**config.mk**
```make
export PLATFORM = sky130hd
export DESIGN_NAME = conv_mac_accum_s2
export DESIGN_NICKNAME = d
export VERILOG_FILES = /design/src/rtl/conv_mac_accum_s2.sv
export SDC_FILE = /design/constraint.sdc
export NUM_CORES = 1
export LEC_CHECK = 0
export CAP_MARGIN = 20
export CORE_ASPECT_RATIO = 1.5
export CORE_MARGIN = 2
export CORE_UTILIZATION = 55
export CTS_CLUSTER_SIZE = 16
export DETAILED_ROUTE_END_ITERATION = 8
export PLACE_DENSITY_LB_ADDON = 0.05
export SETUP_SLACK_MARGIN = 0.05
export SLEW_MARGIN = 5
export SYNTH_ARGS = -nofsm -noshare
export SYNTH_HDL_FRONTEND = slang
export SYNTH_SLANG_ARGS = --single-unit
```
**constraint.sdc**
```tcl
create_clock -name clk -period 8.45 [get_ports clk]
set_clock_uncertainty 0.05 [all_clocks]
set_input_delay 1.69 -clock clk [delete_from_list [all_inputs] [get_ports clk]]
set_output_delay 1.69 -clock clk [all_outputs]
set_load 0.01 [all_outputs]
```
**src/rtl/conv_mac_accum_s2.sv**
```systemverilog
`default_nettype none
// ============================================================================
// Module      : conv_mac_accum_s2
// Description : Stage-2 multiply-accumulate datapath. Follows the control
//               FSM address stream, multiplies the operand pairs returned by
//               the synchronous operand memories, sums 36 products per group
//               and emits one saturated result per group.
// Revision    : 1.0 - initial release
// ============================================================================
module conv_mac_accum_s2 #(
    parameter int DW    = 8,
    parameter int OUT_W = 16,
    parameter int ACC_W = 2*DW+6
) (
    input  logic                    clk,
    input  logic                    reset,
    input  logic                    busy_proc,
    input  logic [1:0]              dir,
    input  logic [5:0]              dir_counter,
    input  logic signed [DW-1:0]    a_data,
    input  logic signed [DW-1:0]    b_data,
    output logic signed [OUT_W-1:0] result,
    output logic                    res_valid,
    output logic [1:0]              res_idx,
    output logic                    frame_done,
    output logic                    seq_err
);

    localparam logic [5:0] c_LAST_ELEM = 6'd35;
    localparam logic signed [ACC_W-1:0] c_SAT_MAX =
        {{(ACC_W-OUT_W+1){1'b0}}, {(OUT_W-1){1'b1}}};
    localparam logic signed [ACC_W-1:0] c_SAT_MIN =
        {{(ACC_W-OUT_W+1){1'b1}}, {(OUT_W-1){1'b0}}};

    // T0 tag
    logic                      r_t0_valid;
    logic [1:0]                r_t0_dir;
    logic [5:0]                r_t0_cnt;
    // T1 tag and product
    logic                      r_t1_valid;
    logic [1:0]                r_t1_dir;
    logic [5:0]                r_t1_cnt;
    logic signed [2*DW-1:0]    r_prod;
    // T2 accumulator
    logic signed [ACC_W-1:0]   r_acc;

    logic signed [2*DW-1:0]    w_mul;
    logic signed [ACC_W-1:0]   w_prod_ext;
    logic signed [ACC_W-1:0]   w_sum;
    logic signed [OUT_W-1:0]   w_sat;
    logic                      w_seq_set;
    logic                      w_pass_start;

    assign w_mul      = a_data * b_data;
    assign w_prod_ext = {{(ACC_W-2*DW){r_prod[2*DW-1]}}, r_prod};
    assign w_sum      = r_acc + w_prod_ext;

    // A stream drop leaves a valid non-final tag in T0 while busy is low now.
    assign w_seq_set    = r_t0_valid && (r_t0_cnt != c_LAST_ELEM) && !busy_proc;
    // A pass starts when busy rises on the very first address of group 0.
    assign w_pass_start = busy_proc && !r_t0_valid && (dir == 2'd0) &&
                          (dir_counter == 6'd0);

    // Clamp the group sum into the signed output range
    always_comb begin
        w_sat = w_sum[OUT_W-1:0];
        if (w_sum > c_SAT_MAX) begin
            w_sat = c_SAT_MAX[OUT_W-1:0];
        end else if (w_sum < c_SAT_MIN) begin
            w_sat = c_SAT_MIN[OUT_W-1:0];
        end
    end

    // Tag stage: capture the address so next cycle's operands line up with it
    always_ff @(posedge clk or negedge reset) begin
        if (!reset) begin
            r_t0_valid <= 1'b0;
            r_t0_dir   <= 2'd0;
            r_t0_cnt   <= 6'd0;
        end else begin
            r_t0_valid <= busy_proc;
            r_t0_dir   <= dir;
            r_t0_cnt   <= dir_counter;
        end
    end

    // Multiply stage: register product for valid tags, pass tag along
    always_ff @(posedge clk or negedge reset) begin
        if (!reset) begin
            r_t1_valid <= 1'b0;
            r_t1_dir   <= 2'd0;
            r_t1_cnt   <= 6'd0;
            r_prod     <= '0;
        end else begin
            r_t1_valid <= r_t0_valid;
            r_t1_dir   <= r_t0_dir;
            r_t1_cnt   <= r_t0_cnt;
            if (r_t0_valid) begin
                r_prod <= w_mul;
            end
        end
    end

    // Accumulate stage: element 0 overwrites, element 35 also emits the result
    always_ff @(posedge clk or negedge reset) begin
        if (!reset) begin
            r_acc      <= '0;
            result     <= '0;
            res_valid  <= 1'b0;
            res_idx    <= 2'd0;
            frame_done <= 1'b0;
        end else begin
            res_valid  <= 1'b0;
            frame_done <= 1'b0;
            if (r_t1_valid) begin
                if (r_t1_cnt == 6'd0) begin
                    r_acc <= w_prod_ext;
                end else begin
                    r_acc <= w_sum;
                end
                if (r_t1_cnt == c_LAST_ELEM) begin
                    result     <= w_sat;
                    res_idx    <= r_t1_dir;
                    res_valid  <= 1'b1;
                    frame_done <= (r_t1_dir == 2'd3);
                end
            end
        end
    end

    // Sticky truncated-group flag; a new pass start takes priority
    always_ff @(posedge clk or negedge reset) begin
        if (!reset) begin
            seq_err <= 1'b0;
        end else if (w_pass_start) begin
            seq_err <= 1'b0;
        end else if (w_seq_set) begin
            seq_err <= 1'b1;
        end
    end

endmodule
`default_nettype wire

```
======== Word-level counts from Yosys, hierarchy flattened ========
Index checks and enable logic that the tools add are counted.
operators by class
  equal/unequal tests ..................... 3
  reductions and logical operators ........ 12
  magnitude comparators ................... 2
  add/sub/neg operators ................... 1
  multipliers ............................. 1
  muxes and demuxes ....................... 9
operator list
  kind                                                             number
  two-way mux 16 bit                                               2
  adder 22 x 16 -> 22 bit                                          1
  greater-than comparator 22 x 16 -> 1 bit, second input constant  1
  < comparator 22 x 16 -> 1 bit, second input constant             1
  two-way mux 22 bit                                               1
  multiplier 8 x 8 -> 16 bit                                       1
  logical NOT 6 bit                                                2
  == test 6 bit, second input constant                             1
  two-way mux 1 bit                                                6
  inequality test 6 bit, second input constant                     1
  logical AND 1 bit                                                5
  == test 2 bit, second input constant                             1
  logical NOT 1 bit                                                2
  logical NOT 2 bit                                                1
  AND reduction 2 bit                                              1
  nonzero test 2 bit                                               1
word-level totals
  input port bits ......................... 27
  logic and storage cells ................. 41
  bits in registers ....................... 77

======== Longest topological paths before layout ========
Gate-level depths: netlist of run 1.
  depth in word-level cells ............... 5
  gate-level depth with buffers ........... 19

======== Least setup slack after synthesis of run 1 ========
No wires, ideal clock.
  path kind ............................... in2reg
  from .................................... in b_data[4]
  to ...................................... reg r_prod[12]
  setup slack ............................. 2.617 ns
  library setup time ...................... 0.125 ns
  arrival time ............................ 5.658 ns
  data required time ...................... 8.275 ns
  cell stages on the path ................. 18
  buffers on the path ..................... 0
  cells stage by stage .................... and2_1 -> fa_1 -> inv_1 -> fa_1 -> inv_1 -> fa_1 -> inv_1 -> fa_1 -> inv_1 -> ha_1 -> o21ai_0 -> a21boi_0 -> o21ai_0 -> a21boi_0 -> o21ai_0 -> a21boi_0 -> nor2_1 -> mux2_2
on the way
  word-level cells in the longest chain between the ends .. 1
RTL lines
  element                     RTL line  source
  start: declaration          21        input logic signed [DW-1:0] b_data,
  multiplier 8 x 8 -> 16 bit  54        assign w_mul = a_data * b_data;
  end signal: assignment      99        r_prod <= w_mul;
  end: declaration            43        logic signed [2*DW-1:0] r_prod;
No other way between the ends.
A chain may end at the register's enable or synchronous reset.

======== Worst setup path after layout of run 1 ========
  from .................................... in a_data[0]
  to ...................................... reg r_prod[12]
on the way
  word-level cells in the longest chain between the ends .. 1
RTL lines
  element                     RTL line  source
  start: declaration          20        input logic signed [DW-1:0] a_data,
  multiplier 8 x 8 -> 16 bit  54
No other way between the ends.

==> metrics.md, run 1 <==
| Metric | Value |
|---|---|
| Hold Path Origin | `r_t0_dir[1]$_DFF_PN0_` |
| Min-delay worst type | `flip-flop to flip-flop` |
| Tmin final | `roughly 6.4 ns` |
| GPL Wtd Cong | `0.966` |
| Die H | `between 100 and 150 um` |
| Mux cell area share after synthesis | `under 10%` |
| Fin. max-slew vios | `0` |
| Skew-Pair Late Insertion Delay | `0.34 ns` |
| Worst VDD drop | `~0.18 mV` |
| Cell variety after synth | `54` |
| Vias in the first global route | `4942` |
| Reg2Reg Depth | `10` |
| Met2 Use GR | `between 40% and 50%` |
| Number of CTS-inserted buffers | `9` |
| Worst Setup End Kind | `flip-flop` |
| GRT overflow | `0` |
| #FFs+latches synth | `77` |
| Min-Delay Endpoint | `r_t1_dir[1]$_DFF_PN0_` |
| Reg area | `0.00193 mm2` |
| Largest area contributor in the netlist | `dfrtp_1` |
| Syn Inst Count | `685` |
| WHS Path Cells | `0` |
| CTS tree | `built` |
| DR vias | `around 4.8k` |
| First-pass GRT wire length | `23000 um` |
| Port bufs | `47` |
| Nature of the critical path startpoint | `primary input` |
| Max-Cap Viols | `0` |
| Vias per cell | `between 5 and 6` |
| Max_slew headroom | `between 30% and 40%` |
| Tcrit/Tclk final | `roughly three quarters` |
| R2r startpoint | `r_prod[0]$_DFFE_PN0P_` |
| Most numerous cell in the Yosys netlist | `inv_1` |
| Setup slack, reg-to-reg | `4.41 ns` |
| Leak | `3.43 nW` |
| Total Nets Final | `862` |
| Total clock sinks | `77` |
| Core box area | `0.0115 mm2` |
| Critical Path AT | `roughly 6.6 ns` |
| CP max-delay cell | `clkdlybuf4s50_1` |
| Starting Density | `56.4%` |
| Num rows | `48` |
| Hold buffers post-CTS | `0` |
| Area of the multi-input gates | `0.00411 mm2` |
| CTS root buf | `clkbuf_16` |
| Post-route DRC | `0` |
| IO Count | `48` |
| Routed WL per cell | `15.0 um` |
| Kind of critical path | `primary input to flip-flop` |
| RSZ-0062 raised after global routing | `no` |
| Hold Worst Slack | `just under 0.3 ns` |
| Fmax achieved | `~0.16 GHz` |
| Largest net degree at the start of global routing | `78` |
| Clock transition at path regs | `0.06 ns` |
| Filler Cell Count | `993` |
| Status | `finished, final reports clean` |
| Most used cell, CP | `fa_1` |
| Ant. Diodes | `0` |
| Post-CTS setup buffer count | `0` |
| Compound-gate portion of the synthesized area | `11.5%` |
| Top cell type's share of synthesized area | `29.8%` |
| Die Footprint | `0.0127 mm2` |
| Xor/xnor share of the synthesized area | `~4.3%` |
| Share of post-route cells with drive strength above 1 | `under 10%` |
| Async SR Flop Fraction | `100%` |
| Overall Global Routing Usage | `22.8%` |
| Synth Area in Adders | `27.0%` |
| CP required | `8.62 ns` |
| First drt pass iteration count | `4` |
| Syn_nets | `~800` |
| YS warnings | `0` |
| Mapped Area | `0.00647 mm2` |
| Iter 0 DRT Violations | `135` |
| CP Max Fanout | `8` |
| Register area share after synthesis | `29.8%` |
| Htree depth | `3` |
| Antenna violations before repair | `0` |
| Final setup TNS | `0 ns` |
| Layout overhead on the synthesized area | `13.4%` |
| Number of flops mapped to enable cells by yosys | `0` |
| Antenna viol nets, final | `0` |
| Post-synthesis simple-gate area fraction | `17.1%` |
| Max stage delay on crit path | `around 0.54 ns` |
| Clock Path Buffers | `2` |
| GRT met3 Usage | `2.70%` |
| Commonest cells in the netlist | `90 x inv_1, 77 x dfrtp_1, 68 x nand2_1` |
| Synthesized area per cell | `about 9.5 um2` |
| Final Hold Vio Count | `0` |
| Routing usage on met1 | `about a quarter` |
| Top cells by area, synth | `dfrtp_1 30%, fa_1 17%, ha_1 9.7%` |
| Top FF cell, synth | `dfrtp_1` |
| CTS resizes | `0` |
| Die Width | `92.6 um` |
| Final WL | `13200 um` |
| Final HPWL DP | `10900 um` |
| Cell Pwr Density | `402 mW/mm2` |
| Final setup vio count | `0` |
| Grt peak-use layer | `met2` |
| Largest family of logic cells by synthesized area | `adder cells` |
| Worst reg2reg path endpoint | `result[13]$_DFFE_PN0P_` |
| Critical Path, Cell by Cell | `clkdlybuf4s50_1, nand2b_1, fa_1, fa_1, inv_1, fa_1, inv_1, fa_1, inv_1, ha_1, o21ai_0, a21boi_0, o21ai_0, a21boi_0, o21ai_0, a21boi_0, nor2_1, mux2_2` |
| Worst-Margin Slew | `0.939 ns` |
[cells in the final DEF (no fill, tap or decap), drive strengths merged, types with 3 or more instances in the layout]
cell type and count:
fa 56, xnor2 25, ha 50, inv 93, nand3b 3, a21oi 49
and3 5, a31oi 19, nor2 64, nand3 7, clkbuf 9, nand4 6
nor3 4, and2 44, buf 4, nand2b 6, clkinvlp 3, nand2 68
a21o 11, xor2 7, dfrtp 77, mux2i 6, nor2b 5, o21ai 13
a21boi 4, clkdlybuf4s50 46, mux2 15
[cell families after synthesis]
group | count (synthesis)
DFF | 77
AOI/OAI and AO/OA | 117
muxes | 21
xor gates and xnor gates | 32
adders and majority gates | 106
buffers and inverters | 107
and+or+nand+nor | 225
[layer usage]
layer  share of wire (%)  wire (um)  vias up
met3                 2.3        304       29
li1                    -          -     2349
met1                  39       5100     2367
met4                 3.0        395        0
met2                  56       7420       84
met5                   0          0        -
[per-stage QoR]
stage	utilization (%)	area (um2)	total power [mW]	instances	setup WS [ns]
floorplan	-	6470	2.17	685	2.62
global placement	61.5	7060	2.55	868	1.82
detailed placement	61.5	7060	2.60	868	1.67
CTS	64.0	7340	2.97	884	2.02
global route	64.0	7340	3.28	884	1.65
finish	64.0	7340	2.95	884	2.05
[where the power goes]
group | internal, mW | switching [mW] | leakage, nW
registers | 0.498 | 0.0917 | 0.913
clock network | 0.202 | 0.156 | 0.129
logic | 0.874 | 1.13 | 2.39
[layout make-up]
class                   instances  share of cell area (%)
clock inverters                 7                   0.784
well taps                     150                    2.56
flip-flops and latches         77                    26.3
repair buffers                 50                    6.68
inverters                      90                    4.60
multi-input cells             501                    56.1
clock buffers                   9                    3.07
[worst max-delay path: cells and delay by family]
kind            cells  cell delay [ns]
simple gates        2             0.32
buf+inv             4             0.68
fa+ha+maj           5             2.40
mux                 1             0.26
compound gates      6             1.19
[flip-flops by register name, summed over array words and instances (netlist names)]
signal      count
r_acc          22
r_prod         16
result         16
r_t0_cnt        6
r_t1_cnt        6
r_t0_dir        2
r_t1_dir        2
res_idx         2
frame_done      1
r_t0_valid      1
r_t1_valid      1
res_valid       1
seq_err         1
[worst max-delay path by stage]
stage	start	endpoint	slack (ns)	cells past startpoint
5_1_grt	a_data[0]	r_prod[12]$_DFFE_PN0P_	1.65	18
4_1_cts	a_data[0]	r_prod[12]$_DFFE_PN0P_	2.02	18
3_5_place_dp	a_data[0]	r_prod[12]$_DFFE_PN0P_	1.67	18
2_1_floorplan	b_data[4]	r_prod[12]$_DFFE_PN0P_	2.62	18
3_3_place_gp	a_data[0]	r_prod[12]$_DFFE_PN0P_	1.82	18
6_report	a_data[0]	r_prod[12]$_DFFE_PN0P_	2.05	18
Power figures use the tool's default switching activity.
==> inputs of run 2 (changes only) <==
==> constraint.sdc (replaced) <==
create_clock -name clk -period 6 [get_ports clk]
set_clock_uncertainty 0.05 [all_clocks]
set_input_delay 1.2 -clock clk [delete_from_list [all_inputs] [get_ports clk]]
set_output_delay 1.2 -clock clk [all_outputs]
set_load 0.01 [all_outputs]
==> metrics.md, run 2 (same netlist as run 1, synthesis figures left out) <==
| Metric | Value |
|---|---|
| Status | `finished, final reports clean` |
| Final core utilization | `66.3% (+2.3 points)` |
| IO Count | `48 (unchanged)` |
| Crit path setup slack, layout | `0.403 ns (-1.65 ns)` |
| Sw frac | `45.1% (-1.6 points)` |
| Total Nets Final | `891 (+3.4%)` |
| Cell Pwr Density | `567 mW/mm2 (+41%)` |
| Ant. Diodes | `0 (unchanged)` |
| Clock transition at path regs | `0.06 ns (about the same)` |
| Worst Setup End Kind | `flip-flop` |
| Crit path launch | `a_data[2]` |
| CP Max Fanout | `6 (-2)` |
| Hold Worst Slack | `0.303 ns (+0.00548 ns)` |
| Kind of critical path | `primary input to flip-flop` |
| GRT overflow | `0 (unchanged)` |
| Largest net degree at the start of global routing | `78 (unchanged)` |
| Die Footprint | `0.0127 mm2 (unchanged)` |
| Fmax achieved | `0.179 GHz` |
| Core box area | `0.0115 mm2 (unchanged)` |
| Filler Cell Count | `966 (-2.7%)` |
| Hold buffers post-CTS | `0 (unchanged)` |
| Number of CTS-inserted buffers | `9 (unchanged)` |
| Hold Path Origin | `r_t0_dir[1]$_DFF_PN0_` |
| Max_slew headroom | `36.9% (-0.51 points)` |
| Clock Path Buffers | `2 (unchanged)` |
| RSZ-0062 raised after global routing | `no` |
| Worst reg2reg path endpoint | `result[6]$_DFFE_PN0P_` |
| Clock group share of total power | `13.7% (+1.6 points)` |
| Internal | `2.37 mW (+50%)` |
| Reg with most FFs | `r_acc` |
| Skew-Pair Late Insertion Delay | `0.33 ns (about the same)` |
| Max reg flops | `22 (unchanged)` |
| Biggest regs | `r_acc (22), r_prod (16), result (16)` |
| Commonest non-fill, non-tap cell in the layout | `inv_1` |
| Min-Delay Endpoint | `r_t1_dir[1]$_DFF_PN0_` |
| Tcrit/Tclk final | `93.3%` |
| Final Hold Vio Count | `0 (unchanged)` |
| Layout overhead on the synthesized area | `17.5%` |
| Antenna viol nets, final | `0 (unchanged)` |
| Vias per cell | `5.40 (-1.1%)` |
| GPL Wtd Cong | `0.904 (-6.4%)` |
| Htree depth | `3 (unchanged)` |
| DR vias | `4932 (+2.1%)` |
| Worst-Margin Slew | `0.946 ns (+0.00773 ns)` |
| Critical Path AT | `5.73 ns (-0.84 ns)` |
| Share of post-route cells with drive strength above 1 | `9.57% (+3.6 points)` |
| CTS resizes | `0 (unchanged)` |
| Fin. max-slew vios | `0 (unchanged)` |
| Nature of the critical path startpoint | `primary input` |
| CTS root buf | `clkbuf_16` |
| Final setup TNS | `0 ns (unchanged)` |
| NetSw | `1.94 mW (+41%)` |
| Total clock sinks | `77 (unchanged)` |
| CTS tree | `built` |
| Tmin final | `5.60 ns` |
| Worst VDD drop | `0.275 mV (+53%)` |
| Post-route DRC | `0 (unchanged)` |
| Die Width | `92.6 um (unchanged)` |
| Iter 0 DRT Violations | `163 (+21%)` |
| First drt pass iteration count | `5 (+1)` |
| Starting Density | `56.4% (unchanged)` |
| Setup slack, reg-to-reg | `1.90 ns (-2.51 ns)` |
| First-pass GRT wire length | `23300 um (+1.6%)` |
| Final WL | `13500 um (+1.8%)` |
| Routed WL per cell | `14.7 um (-1.5%)` |
| Sequential Power Share | `19.3% (-0.7 points)` |
| Leak | `3.61 nW (+5.1%)` |
| Overall Global Routing Usage | `23.2% (+0.34 points)` |
| Die H | `137 um (unchanged)` |
| WHS Path Cells | `0 (unchanged)` |
| Port bufs | `47 (unchanged)` |
| Max-Cap Viols | `0 (unchanged)` |
| Setup WS pre-CTS | `-0.104 ns (-1.77 ns)` |
| Post-CTS setup buffer count | `0 (unchanged)` |
| Final HPWL DP | `11100 um (+2.4%)` |
| Final setup vio count | `0 (unchanged)` |
| Antenna violations before repair | `0 (unchanged)` |
| R2r startpoint | `r_prod[0]$_DFFE_PN0P_` |
| Comb pwr share | `67.0% (-0.9 points)` |
| CP required | `6.13 ns (-2.49 ns)` |
| Vias in the first global route | `5117 (+3.5%)` |
| Most frequent cells in the layout | `90 x inv_1, 77 x dfrtp_1, 68 x nand2_1` |
| Min-delay worst type | `flip-flop to flip-flop` |
| Num rows | `48 (unchanged)` |
| Reg2Reg Depth | `10 (unchanged)` |
-- run 2: layout make-up --
class	instances	area (um2)	area share, %
multi-input cells	501	4110	54.1
clock buffers	10	239	3.14
repair buffers	79	708	9.31
inverters	90	338	4.44
flip-flops and latches	77	1930	25.3
clock inverters	6	95.1	1.25
well taps	150	188	2.47
-- run 2: power by group through the flow --
stage	Sequential [mW]	Clock, mW	Combinational [mW]
2_1_floorplan	0.823	0	2.23
3_3_place_gp	0.830	0	2.82
3_5_place_dp	0.840	0	2.89
4_1_cts	0.832	0.604	2.92
5_1_grt	0.855	0.626	3.29
6_report	0.831	0.592	2.89
-- run 2: how the worst max path moves through the flow --
| stage | endpoint |
|---|---|
| 3_5_place_dp | r_prod[12]$_DFFE_PN0P_ |
| 3_3_place_gp | r_prod[12]$_DFFE_PN0P_ |
| 4_1_cts | r_prod[12]$_DFFE_PN0P_ |
| 6_report | r_prod[15]$_DFFE_PN0P_ |
| 5_1_grt | r_prod[15]$_DFFE_PN0P_ |
| 2_1_floorplan | r_prod[12]$_DFFE_PN0P_ |
-- run 2: routing by layer --
layer / global-route usage [%] / part of all wire [%] / up-vias
met2: 44.6 / 57 / 92
met5: 0 / 0 / -
met4: 10.8 / 3.5 / 0
met1: 25.0 / 37 / 2397
met3: 2.70 / 2.2 / 33
li1: - / - / 2410
-- run 2: per-stage QoR --
step                std cells  cell area (um2)  total power [mW]
floorplan                 685             6470              3.06
global placement          897             7270              3.65
detailed placement        897             7270              3.73
CTS                       913             7610              4.35
global route              913             7610              4.77
finish                    913             7610              4.31
-- run 2: critical path: stages --
cell and delay [ns]:
clkdlybuf4s50_1 0.59, buf_4 0.16, and2_1 0.13, fa_1 0.16
inv_1 0.06, fa_1 0.53, inv_1 0.04, ha_1 0.26
inv_1 0.05, fa_1 0.58, inv_1 0.05, ha_1 0.28
a21o_1 0.16, a21o_1 0.18, a21o_1 0.18, a21o_1 0.18
a21oi_1 0.18, o21ai_0 0.18, o41ai_1 0.33, xnor2_1 0.16
a21oi_1 0.08
==> inputs of run 3 (changes only) <==
--- a/config.mk
+++ b/config.mk
@@ -11,6 +11,7 @@
 export CORE_UTILIZATION = 55
 export CTS_CLUSTER_SIZE = 16
 export DETAILED_ROUTE_END_ITERATION = 8
+export GPL_ROUTABILITY_DRIVEN = 0
 export PLACE_DENSITY_LB_ADDON = 0.05
 export SETUP_SLACK_MARGIN = 0.05
 export SLEW_MARGIN = 5
==> constraint.sdc (replaced) <==
create_clock -name clk -period 6.1 [get_ports clk]
set_clock_uncertainty 0.05 [all_clocks]
set_input_delay 1.22 -clock clk [delete_from_list [all_inputs] [get_ports clk]]
set_output_delay 1.22 -clock clk [all_outputs]
set_load 0.01 [all_outputs]
==> metrics.md, run 3 (same netlist as run 1, synthesis figures left out) <==
| Metric | Value |
|---|---|
| Status | `finished, final reports clean` |
| Final WL | `13600 um (+0.87%)` |
| Post-route DRC | `0 (unchanged)` |
| First drt pass iteration count | `4 (-1)` |
| Hold Worst Slack | `0.305 ns (+0.00202 ns)` |
| Worst path bufs/invs | `6 (unchanged)` |
| Clock Path Buffers | `2 (unchanged)` |
| Worst Setup End Kind | `flip-flop` |
| GRT met3 Usage | `3.03% (+0.33 points)` |
| Reg2Reg Depth | `10 (unchanged)` |
| Die H | `137 um (unchanged)` |
| Vias per cell | `5.41 (+0.23%)` |
| Layout overhead on the synthesized area | `16.3%` |
| Tmin final | `5.82 ns` |
| First-pass GRT wire length | `23000 um (-1.4%)` |
| Clock transition at path regs | `0.06 ns (about the same)` |
| Grt peak-use layer | `met2` |
| Worst VDD drop | `0.310 mV (+13%)` |
| CP max-delay cell | `fa_1` |
| Tcrit/Tclk final | `95.4%` |
| Commonest non-fill, non-tap cell in the layout | `inv_1` |
| IO Count | `48 (unchanged)` |
| Overall Global Routing Usage | `22.9% (-0.29 points)` |
| R2r startpoint | `r_prod[0]$_DFFE_PN0P_` |
| Met2 Use GR | `43.4% (-1.1 points)` |
| Share of post-route cells with drive strength above 1 | `8.74% (-0.83 points)` |
| Routed WL per cell | `15.0 um (+1.8%)` |
| Hold Path Origin | `r_t0_dir[1]$_DFF_PN0_` |
| Setup slack, reg-to-reg | `2.02 ns (+0.12 ns)` |
| Worst-Margin Slew | `0.950 ns (+0.00374 ns)` |
| Final setup vio count | `0 (unchanged)` |
| Die Width | `92.6 um (unchanged)` |
| Max_slew headroom | `36.7% (-0.25 points)` |
| Port bufs | `47 (unchanged)` |
| Starting Density | `56.4% (unchanged)` |
| DR vias | `4900 (-0.65%)` |
| Antenna viol nets, final | `0 (unchanged)` |
| Antenna violations before repair | `0 (unchanged)` |
| Routing usage on met1 | `25.4% (+0.35 points)` |
| Core box area | `0.0115 mm2 (unchanged)` |
| Max stage delay on crit path | `0.63 ns (+0.04 ns)` |
| Critical Path, Cell by Cell | `clkdlybuf4s50_1, buf_4, and2_1, fa_1, inv_1, fa_1, inv_1, fa_1, inv_1, fa_1, inv_1, ha_1, and3_1, a21oi_1, o21ai_0, o41ai_2, xnor2_1, a21oi_1` |
| Total clock sinks | `77 (unchanged)` |
| Min-Delay Endpoint | `r_t1_dir[1]$_DFF_PN0_` |
| Min-delay worst type | `flip-flop to flip-flop` |
| Leak | `3.56 nW (-1.5%)` |
| WHS Path Cells | `0 (unchanged)` |
| Power Total | `4.21 mW (-2.5%)` |
| Skew-Pair Late Insertion Delay | `0.34 ns (about the same)` |
| Num rows | `48 (unchanged)` |
| Nature of the critical path startpoint | `primary input` |
| Final Hold Vio Count | `0 (unchanged)` |
| CTS root buf | `clkbuf_16` |
| Most frequent cells in the layout | `90 x inv_1, 77 x dfrtp_1, 68 x nand2_1` |
| Final instance area | `0.00753 mm2 (-1.0%)` |
| Fmax achieved | `0.172 GHz` |
| CTS tree | `built` |
| Cell Pwr Density | `559 mW/mm2 (-1.4%)` |
| Kind of critical path | `primary input to flip-flop` |
| Critical Path AT | `5.95 ns (+0.22 ns)` |
| Total Nets Final | `883 (-0.90%)` |
| CP delay by family, top | `adder cells` |
| CP Max Fanout | `6 (unchanged)` |
| Final HPWL DP | `11100 um (-0.44%)` |
| Number of CTS-inserted buffers | `9 (unchanged)` |
| Largest net degree at the start of global routing | `78 (unchanged)` |
| Fin. max-slew vios | `0 (unchanged)` |
| GRT overflow | `0 (unchanged)` |
| Htree depth | `3 (unchanged)` |
| Final core utilization | `65.6% (-0.69 points)` |
| Die Footprint | `0.0127 mm2 (unchanged)` |
| CP required | `6.23 ns (+0.10 ns)` |
| Placed inst area | `0.00721 mm2 (-0.83%)` |
| Ant. Diodes | `0 (unchanged)` |
| Reg with most FFs | `r_acc` |
| Iter 0 DRT Violations | `166 (+1.8%)` |
| Vias in the first global route | `5066 (-1.0%)` |
| Max-Cap Viols | `0 (unchanged)` |
| Biggest regs | `r_acc (22), r_prod (16), result (16)` |
| Max reg flops | `22 (unchanged)` |
| RSZ-0062 raised after global routing | `yes` |
| Worst reg2reg path endpoint | `result[14]$_DFFE_PN0P_` |
[run 3: how the worst max path moves through the flow]
| stage | from | end | slack, ns | cells after the start |
|---|---|---|---|---|
| after global routing | a_data[7] | r_prod[15]$_DFFE_PN0P_ | 0.01 | 18 |
| after CTS | a_data[7] | r_prod[15]$_DFFE_PN0P_ | 0.23 | 18 |
| after global placement | a_data[7] | r_prod[15]$_DFFE_PN0P_ | -0.05 | 18 |
| final | a_data[7] | r_prod[15]$_DFFE_PN0P_ | 0.28 | 18 |
| after floorplan | b_data[4] | r_prod[12]$_DFFE_PN0P_ | 0.74 | 18 |
| after detailed placement | a_data[7] | r_prod[15]$_DFFE_PN0P_ | -0.12 | 18 |
[run 3: layout make-up]
| class | count | area [um2] |
|---|---|---|
| clock buffer | 9 | 225 |
| clock inverter | 7 | 82.6 |
| fill | 988 | 3940 |
| inverter | 90 | 338 |
| multi-input combinational | 501 | 4120 |
| sequential | 77 | 1930 |
| tap | 150 | 188 |
| timing repair buffer | 71 | 648 |
[run 3: metal layers]
metal / routed length (um) / vias to the layer above
li1: - / 2394
met1: 5230 / 2408
met2: 7640 / 73
met3: 294 / 25
met4: 415 / 0
met5: 0 / -
[run 3: metrics by stage]
stage / instances / worst slack [ns] / setup TNS (ns)
CTS: 905 / 0.226 / 0
detailed placement: 889 / -0.122 / -0.306
floorplan: 685 / 0.737 / 0
finish: 905 / 0.278 / 0
global route: 905 / 0.0107 / 0
global placement: 889 / -0.0532 / -0.0532
[run 3: repair_timing]
action,4_1_cts,5_1_grt
hold buffers,0,0
endpoints found under the setup margin,0,3
buffers inserted,0,0
gates resized for setup,0,3
[run 3: report_power, final]
| part | switching (mW) | internal (mW) |
|---|---|---|
| clock network | 0.220 | 0.323 |
| logic | 1.60 | 1.25 |
| registers | 0.131 | 0.690 |
